### src/rtl/mips_16_mem_arbiter.sv
// rtl/mips_16_mem_arbiter.sv - IF/MEM arbiter for a shared single-port fixed-latency memory
//
// Serialises instruction reads (IF) and data reads/writes (MEM) onto one memory
// port, one access at a time: IDLE -> ACCESS -> WAIT (RAM_LAT cycles) -> RESP -> IDLE.
//
// Ports:
//   clk, rst                                   clock (rising edge), async active-low reset
//   if_req, if_addr                            IF read request, held until if_ack
//   if_ack, if_rdata                           IF completion pulse, instruction word
//   mem_req, mem_we, mem_addr, mem_wdata       MEM request, held until mem_ack
//   mem_ack, mem_rdata                         MEM completion pulse, read data
//   ram_en, ram_we, ram_addr, ram_wdata        memory strobe / write enable / address / data
//   ram_rdata                                  memory read data, valid RAM_LAT cycles after ram_en
//   busy                                       arbiter not idle
//
// Configuration macro:
//   MIPS16_ARB_RR_EN  defined   -> round-robin on contention (grant the non-last owner)
//                     undefined -> MEM priority, IF forced after STARVE_MAX starved grants
module mips_16_mem_arbiter #(
  parameter int ADDR_W     = 16,
  parameter int DATA_W     = 16,
  parameter int RAM_LAT    = 2,
  parameter int STARVE_MAX = 4
) (
  input  logic              clk,
  input  logic              rst,
  input  logic              if_req,
  input  logic [ADDR_W-1:0] if_addr,
  output logic              if_ack,
  output logic [DATA_W-1:0] if_rdata,
  input  logic              mem_req,
  input  logic              mem_we,
  input  logic [ADDR_W-1:0] mem_addr,
  input  logic [DATA_W-1:0] mem_wdata,
  output logic              mem_ack,
  output logic [DATA_W-1:0] mem_rdata,
  output logic              ram_en,
  output logic              ram_we,
  output logic [ADDR_W-1:0] ram_addr,
  output logic [DATA_W-1:0] ram_wdata,
  input  logic [DATA_W-1:0] ram_rdata,
  output logic              busy
);

  typedef enum logic [1:0] {IDLE, ACCESS, WAIT, RESP} state_t;

  localparam logic OWN_IF  = 1'b0;
  localparam logic OWN_MEM = 1'b1;
  // Counter is loaded in ACCESS and read data is captured when it reaches zero,
  // so loading RAM_LAT-1 yields exactly RAM_LAT WAIT cycles.
  localparam logic [3:0] LAT_M1     = 4'(RAM_LAT - 1);
  localparam logic [3:0] STARVE_LIM = 4'(STARVE_MAX);

  state_t            state_q, state_d;
  logic              owner_q, owner_d;
  logic              last_owner_q, last_owner_d;
  logic              we_q, we_d;
  logic [ADDR_W-1:0] addr_q, addr_d;
  logic [DATA_W-1:0] wdata_q, wdata_d;
  logic [3:0]        wait_cnt_q, wait_cnt_d;
  logic [3:0]        starve_q, starve_d;
  logic [DATA_W-1:0] if_rdata_q, if_rdata_d;
  logic [DATA_W-1:0] mem_rdata_q, mem_rdata_d;
  logic              grant_mem;

  always_ff @(posedge clk or negedge rst) begin
    if (!rst) begin
      state_q      <= IDLE;
      owner_q      <= OWN_IF;
      last_owner_q <= OWN_IF;
      we_q         <= 1'b0;
      addr_q       <= '0;
      wdata_q      <= '0;
      wait_cnt_q   <= '0;
      starve_q     <= '0;
      if_rdata_q   <= '0;
      mem_rdata_q  <= '0;
    end else begin
      state_q      <= state_d;
      owner_q      <= owner_d;
      last_owner_q <= last_owner_d;
      we_q         <= we_d;
      addr_q       <= addr_d;
      wdata_q      <= wdata_d;
      wait_cnt_q   <= wait_cnt_d;
      starve_q     <= starve_d;
      if_rdata_q   <= if_rdata_d;
      mem_rdata_q  <= mem_rdata_d;
    end
  end

  always_comb begin
    state_d      = state_q;
    owner_d      = owner_q;
    last_owner_d = last_owner_q;
    we_d         = we_q;
    addr_d       = addr_q;
    wdata_d      = wdata_q;
    wait_cnt_d   = wait_cnt_q;
    starve_d     = starve_q;
    if_rdata_d   = if_rdata_q;
    mem_rdata_d  = mem_rdata_q;
    grant_mem    = 1'b0;

    case (state_q)
      IDLE: begin
        if (if_req && mem_req) begin
`ifdef MIPS16_ARB_RR_EN
          grant_mem = (last_owner_q == OWN_IF);
`else
          grant_mem = (starve_q != STARVE_LIM);
`endif
        end else begin
          grant_mem = mem_req;
        end

`ifdef MIPS16_ARB_RR_EN
        starve_d = '0;
`else
        // Count only MEM grants that leave IF waiting; anything else resets the guard.
        if (grant_mem && if_req) begin
          starve_d = (starve_q == STARVE_LIM) ? STARVE_LIM : starve_q + 4'd1;
        end else begin
          starve_d = '0;
        end
`endif

        if (if_req || mem_req) begin
          owner_d      = grant_mem;
          last_owner_d = grant_mem;
          we_d         = grant_mem & mem_we;
          addr_d       = grant_mem ? mem_addr : if_addr;
          if (grant_mem) begin
            wdata_d = mem_wdata;
          end
          state_d = ACCESS;
        end
      end
      ACCESS: begin
        wait_cnt_d = LAT_M1;
        state_d    = WAIT;
      end
      WAIT: begin
        if (wait_cnt_q == 4'd0) begin
          if (!we_q) begin
            if (owner_q == OWN_MEM) begin
              mem_rdata_d = ram_rdata;
            end else begin
              if_rdata_d = ram_rdata;
            end
          end
          state_d = RESP;
        end else begin
          wait_cnt_d = wait_cnt_q - 4'd1;
        end
      end
      RESP: begin
        state_d = IDLE;
      end
      default: begin
        state_d = IDLE;
      end
    endcase
  end

  // Outputs decode straight from registers so reset clears them asynchronously.
  assign ram_en    = (state_q == ACCESS);
  assign ram_we    = we_q;
  assign ram_addr  = addr_q;
  assign ram_wdata = wdata_q;
  assign if_ack    = (state_q == RESP) && (owner_q == OWN_IF);
  assign mem_ack   = (state_q == RESP) && (owner_q == OWN_MEM);
  assign if_rdata  = if_rdata_q;
  assign mem_rdata = mem_rdata_q;
  assign busy      = (state_q != IDLE);

endmodule

### config.mk
export PLATFORM = sky130hd
export DESIGN_NAME = mips_16_mem_arbiter
export DESIGN_NICKNAME = d
export VERILOG_FILES = /design/src/rtl/mips_16_mem_arbiter.sv
export SDC_FILE = /design/constraint.sdc
export NUM_CORES = 1
export LEC_CHECK = 0
export CAP_MARGIN = 20
export CORE_MARGIN = 3
export CORE_UTILIZATION = 46
export DETAILED_ROUTE_END_ITERATION = 10
export HOLD_SLACK_MARGIN = 0.02
export PLACE_DENSITY = 0.9
export SLEW_MARGIN = 5
export SYNTH_ARGS = -nofsm -noshare
export SYNTH_HDL_FRONTEND = slang
export SYNTH_SLANG_ARGS = --single-unit
### constraint.sdc
create_clock -name clk -period 4.5 [get_ports clk]
set_clock_uncertainty 0.05 [all_clocks]
set_input_delay 0.45 -clock clk [delete_from_list [all_inputs] [get_ports clk]]
set_output_delay 0.45 -clock clk [all_outputs]
set_load 0.02 [all_outputs]
== Word-level counts from Yosys, hierarchy flattened ==
Index checks and enable logic that the tools add are counted.
W data, S select, Z words.

* Bitwise logic cells: 3
* Reduce and logical (&&, ||, !) cells: 15
* Muxes and demuxes: 10
* Equal/unequal tests: 8
* Add/sub/neg operators: 2

{| class="wikitable"
|+ Operator list
! kind !! count
|-
| $mux W16 || 1
|-
| $mux W4 || 3
|-
| $pmux W2 S4 || 1
|-
| $pmux W4 S2 || 1
|-
| $reduce_and A4 Y1 || 2
|-
| $ne A2 B2 Y1 const B || 3
|-
| $reduce_and A2 Y1 || 3
|-
| $add A4 B1 Y4 const B || 1
|-
| $eq A2 B2 Y1 const B || 2
|-
| $eq A4 B3 Y1 const B || 1
|-
| $logic_and A1 B1 Y1 || 4
|-
| $logic_not A4 Y1 || 1
|-
| $mux W2 || 2
|-
| $ne A4 B3 Y1 const B || 1
|-
| $reduce_bool A2 Y1 || 2
|-
| $sub A4 B1 Y4 const B || 1
|-
| $reduce_and A3 Y1 || 1
|-
| $eq A2 B1 Y1 const B || 1
|-
| $logic_not A2 Y1 || 1
|-
| $mux W1 || 2
|-
| $not A1 Y1 || 2
|-
| $and A1 B1 Y1 || 1
|-
| $logic_or A1 B1 Y1 || 1
|}

* Input bits: 69
* Logic and storage cells: 47
* Register bits after elaboration: 76
* Output and inout port bits: 69

== Depth between registers and ports, before layout ==
* Word-level depth: 5
* Gate-level depth with buffers: 7
* Gate-level depth less buffers: 5

== Least setup slack after synthesis ==
OpenSTA, ideal clock, no wires.

* Path kind: register -> register
* Start: reg wait_cnt_q[0]
* End: reg if_rdata_q[0], in the netlist if_rdata[0]
* Path buffers: 1
* Period minus slack after synthesis: 2.127 ns
* Setup time: 0.125 ns
* Slack: 2.373 ns
* Required time: 4.325 ns
* Arrival time: 1.952 ns
* Stages on the path, launching flop included: 7
* Cells stage by stage: dfrtp_1 > inv_1 > ha_1 > or3b_4 > nor4b_4 > buf_6 > mux2_2

* Longest elaborated chain between the ends: 2

{| class="wikitable"
|+ RTL lines
! element !! line !! source
|-
| start: declaration || 60 || <nowiki>logic [3:0] wait_cnt_q, wait_cnt_d;</nowiki>
|-
| start signal: assignment || 85 || <nowiki>wait_cnt_q <= wait_cnt_d;</nowiki>
|-
| $logic_not A4 Y1 || 144 || <nowiki>if (wait_cnt_q == 4'd0) begin</nowiki>
|-
| $reduce_and A4 Y1 (no source line) || n/a ||
|-
| end signal: assignment || 87 || <nowiki>if_rdata_q <= if_rdata_d;</nowiki>
|-
| end: declaration || 62 || <nowiki>logic [DATA_W-1:0] if_rdata_q, if_rdata_d;</nowiki>
|}

Every way passes these cells.
A chain may end at the register's enable or synchronous reset.

== Worst setup path after layout ==
* Start: reg state_q[1]
* End: out busy

* Longest elaborated chain between the ends: 1

{| class="wikitable"
|+ RTL lines
! element !! line !! source
|-
| start: declaration || 54 || <nowiki>state_t state_q, state_d;</nowiki>
|-
| start signal: assignment || 79 || <nowiki>state_q <= state_d;</nowiki>
|-
| $reduce_bool A2 Y1 || 175 || <nowiki>assign busy = (state_q != IDLE);</nowiki>
|-
| end: declaration || 42 || <nowiki>output logic busy</nowiki>
|}

Every way passes these cells.

==> results by group <==
Place
  – Quantity of I/O buffers inserted on ports: 137
  – Post-DP HPWL: 6380 µm
  – Cell Area, Placed: 0.00477 mm²
  – Final Wtd Congestion: 0.733
  – Placed Cells incl. Taps: 490
  – Pre-CTS WS: 1820 ps

Clock tree
  – Clock latency at the later pin of the worst-skew pair: 340 ps
  – Resized cells post-CTS: 0
  – CTS tree: done
  – Clk sinks: 76
  – CTS H-tree depth: 3
  – CTS max path bufs: 2
  – Post-CTS Setup Bufs: 0
  – Clock-pin slew on the worst setup and hold paths: 80 ps
  – Clock Tree Root: clkbuf_8
  – CTS Hold Buffers Added: 0
  – CTS Buf Count: 9

Pwr
  – Lkg Pwr: 2.07 nW
  – Peak supply drop: 0.000352 V
  – Power Dens Cells: 729 mW/mm²

Floorplanning
  – IO Pins: 138
  – Die Y: 91.2 µm
  – Starting density of the core: 0.483
  – Die width: 91.2 µm
  – Core ar.: 0.00691 mm²
  – Number of cell rows: 30
  – Die Area: 0.00831 mm²

Logic synthesis
  – Mapped Cells: 271
  – Synth cell types: 33
  – Mapped cell area: 0.00334 mm²
  – Yosys top cell area share: 0.570
  – Avg Synthesized Cell Area: 12.3 µm²
  – Post-synth top cells: 76 x dfrtp_1, 49 x mux2_2, 35 x nand2_1, 17 x o211ai_1, 16 x nand4_1
  – Most numerous cell in the Yosys netlist: dfrtp_1
  – Synth area leaders: dfrtp_1 57%, mux2_2 17%, nand2_1 3.9%, o211ai_1 3.8%, ha_1 3.0%
  – Synth area leader: dfrtp_1
  – Sequential-to-total area share from yosys stat: 0.570
  – Asr flop ratio synth: 1.00
  – Syn Nets: 348
  – Most used DFF post-synth: dfrtp_1
  – Post-synth EDFFs: 0
  – YS warnings: 0
  – Register bit count reported by yosys: 76

GRT
  – Pin count of the biggest net entering global routing: 77
  – Gr ovfl total: 0
  – Antenna violations before repair: 0
  – First-pass GRT wire length: 14300 µm
  – Number of global-route vias before repair: 2864
  – Total GRT Usage: 0.216

Outcome
  – Status: finished, final reports clean

Setup path
  – Crit path largest cell delay: 740 ps
  – CP cell instances: inv_1, ha_1, inv_1, clkdlybuf4s50_1
  – Top delay family on crit path: buffers and inverters
  – Crit-path max FO: 26
  – Worst Setup Path Type: flop to output port
  – Worst setup EP type: output port
  – CP max stage cell: ha_1
  – Cell mode on critical path: inv_1
  – Worst r2r path cells: 4
  – Buffers and inverters on the worst path: 3
  – WP data arrival: 2330 ps
  – Critical Path Start Type: flop
  – WP depth: 4
  – Critical Path RT: 4000 ps

STA
  – Final setup violation count: 0
  – Final period utilization: 0.628
  – Worst Hold Slack: 185 ps
  – Final setup margin: 1670 ps
  – Actual slew at the worst max-slew pin: 1050 ps
  – Final setup TNS: 0 ps
  – Tmin final: 2830 ps
  – Slew Viols, Final: 0
  – RSZ-0062 raised after global routing: no
  – Relative slew slack: 0.299
  – Final hold violations: 0
  – Fmax: 0.354 GHz

Detailed routing
  – Average wire per standard cell: 16.8 µm
  – Via count: 2659
  – Total routed wirelength: 8520 µm
  – First drt pass iteration count: 4
  – ANT nets after route: 0
  – Drc violations: 0
  – Number of DRC markers in iteration 0: 97
  – Via density: 5.25

Worst hold path
  – Tightest Hold Check Type: primary input to async pin

Layout
  – Area growth syn-to-layout: 49.2%
  – NumNets Final: 482
  – Diodes inserted: 0
  – Fin area: 0.00498 mm²
  – Fin cells: 506
  – Share of cells above drive strength 1: 0.176
  – Total of fill cells in the finished design: 488

Run
  – Max-cap viol count: 0
## flip-flops by register name, summed over array words and instances, names as in the netlist
signal      flops
owner_q         1
wait_cnt_q      4
ram_addr       16
ram_we          1
starve_q        4
if_rdata       16
ram_wdata      16
mem_rdata      16
state_q         2
## cells in the final DEF, fill, tap and decap left out, drive strengths merged, types with 4 or more instances in the layout
cell type      Yosys  final
o21ai              6      6
a21oi              4      4
clkbuf            11     10
nand2             35     35
dfrtp             76     76
o211ai            17     17
nand3              5      5
clkdlybuf4s50      0    136
nand4             16     16
mux2              49     49
ha                 8      8
inv                8     10
## path summary, 6_finish.rpt
check / start / end / slack [ps]
worst min-delay path: rst / mem_rdata[7]$_DFFE_PN0P_ / 180
worst max-delay path: state_q[1]$_DFFE_PN0P_ / busy / 1670
worst min register to register: ram_addr[9]$_DFFE_PN0P_ / ram_addr[9]$_DFFE_PN0P_ / 450
max in group asynchronous: rst / ram_wdata[9]$_DFFE_PN0P_ / 3610
worst max register to register: state_q[1]$_DFFE_PN0P_ / ram_wdata[12]$_DFFE_PN0P_ / 1850
min in group clk: ram_addr[9]$_DFFE_PN0P_ / ram_addr[9]$_DFFE_PN0P_ / 450
## logic make-up (layout without fill, tap and decap cells)
family                     Yosys count  after routing  synth area share
DFF                                 76             76             0.570
and+or+nand+nor                     76             76             0.124
muxes                               52             52             0.174
AOI/OAI and AO/OA                   35             35            0.0709
buffers and inverters               24            163            0.0304
adders and majority gates            8              8            0.0300
## report_power, final
part	switching (W)	internal (W)	total, W	leakage, nW
Clock	0.000255	0.000276	0.000531	0.107
Sequential	0.000206	0.00102	0.00122	0.921
Combinational	0.000917	0.000956	0.00187	1.04
Total	0.00138	0.00225	0.00363	2.07
## final cells by class
type	count	area, µm²	share of cell area
Sequential cell	76	1900	0.382
Clock buffer	10	138	0.0277
Multi-Input combinational cell	171	1330	0.268
Timing Repair Buffer	139	1380	0.278
Clock inverter	6	70.1	0.0141
Tap cell	96	120	0.0241
Inverter	8	30.0	0.00603
## through the flow
stage / util / total power [W]
2_1_floorplan: - / 0.00224
3_3_place_gp: 0.690 / 0.00304
3_5_place_dp: 0.690 / 0.00312
4_1_cts: 0.720 / 0.00367
5_1_grt: 0.720 / 0.00385
6_report: 0.720 / 0.00363
## layer usage
metal	global-route usage	wire, µm	part of all wire	up-vias
met2	0.378	4350	0.51	120
li1	-	-	-	1241
met3	0.0555	545	0.064	9
met1	0.258	3510	0.41	1289
met5	0	0	0	-
met4	0.0741	112	0.013	0
No activity file was read; power rests on OpenSTA's default activity.
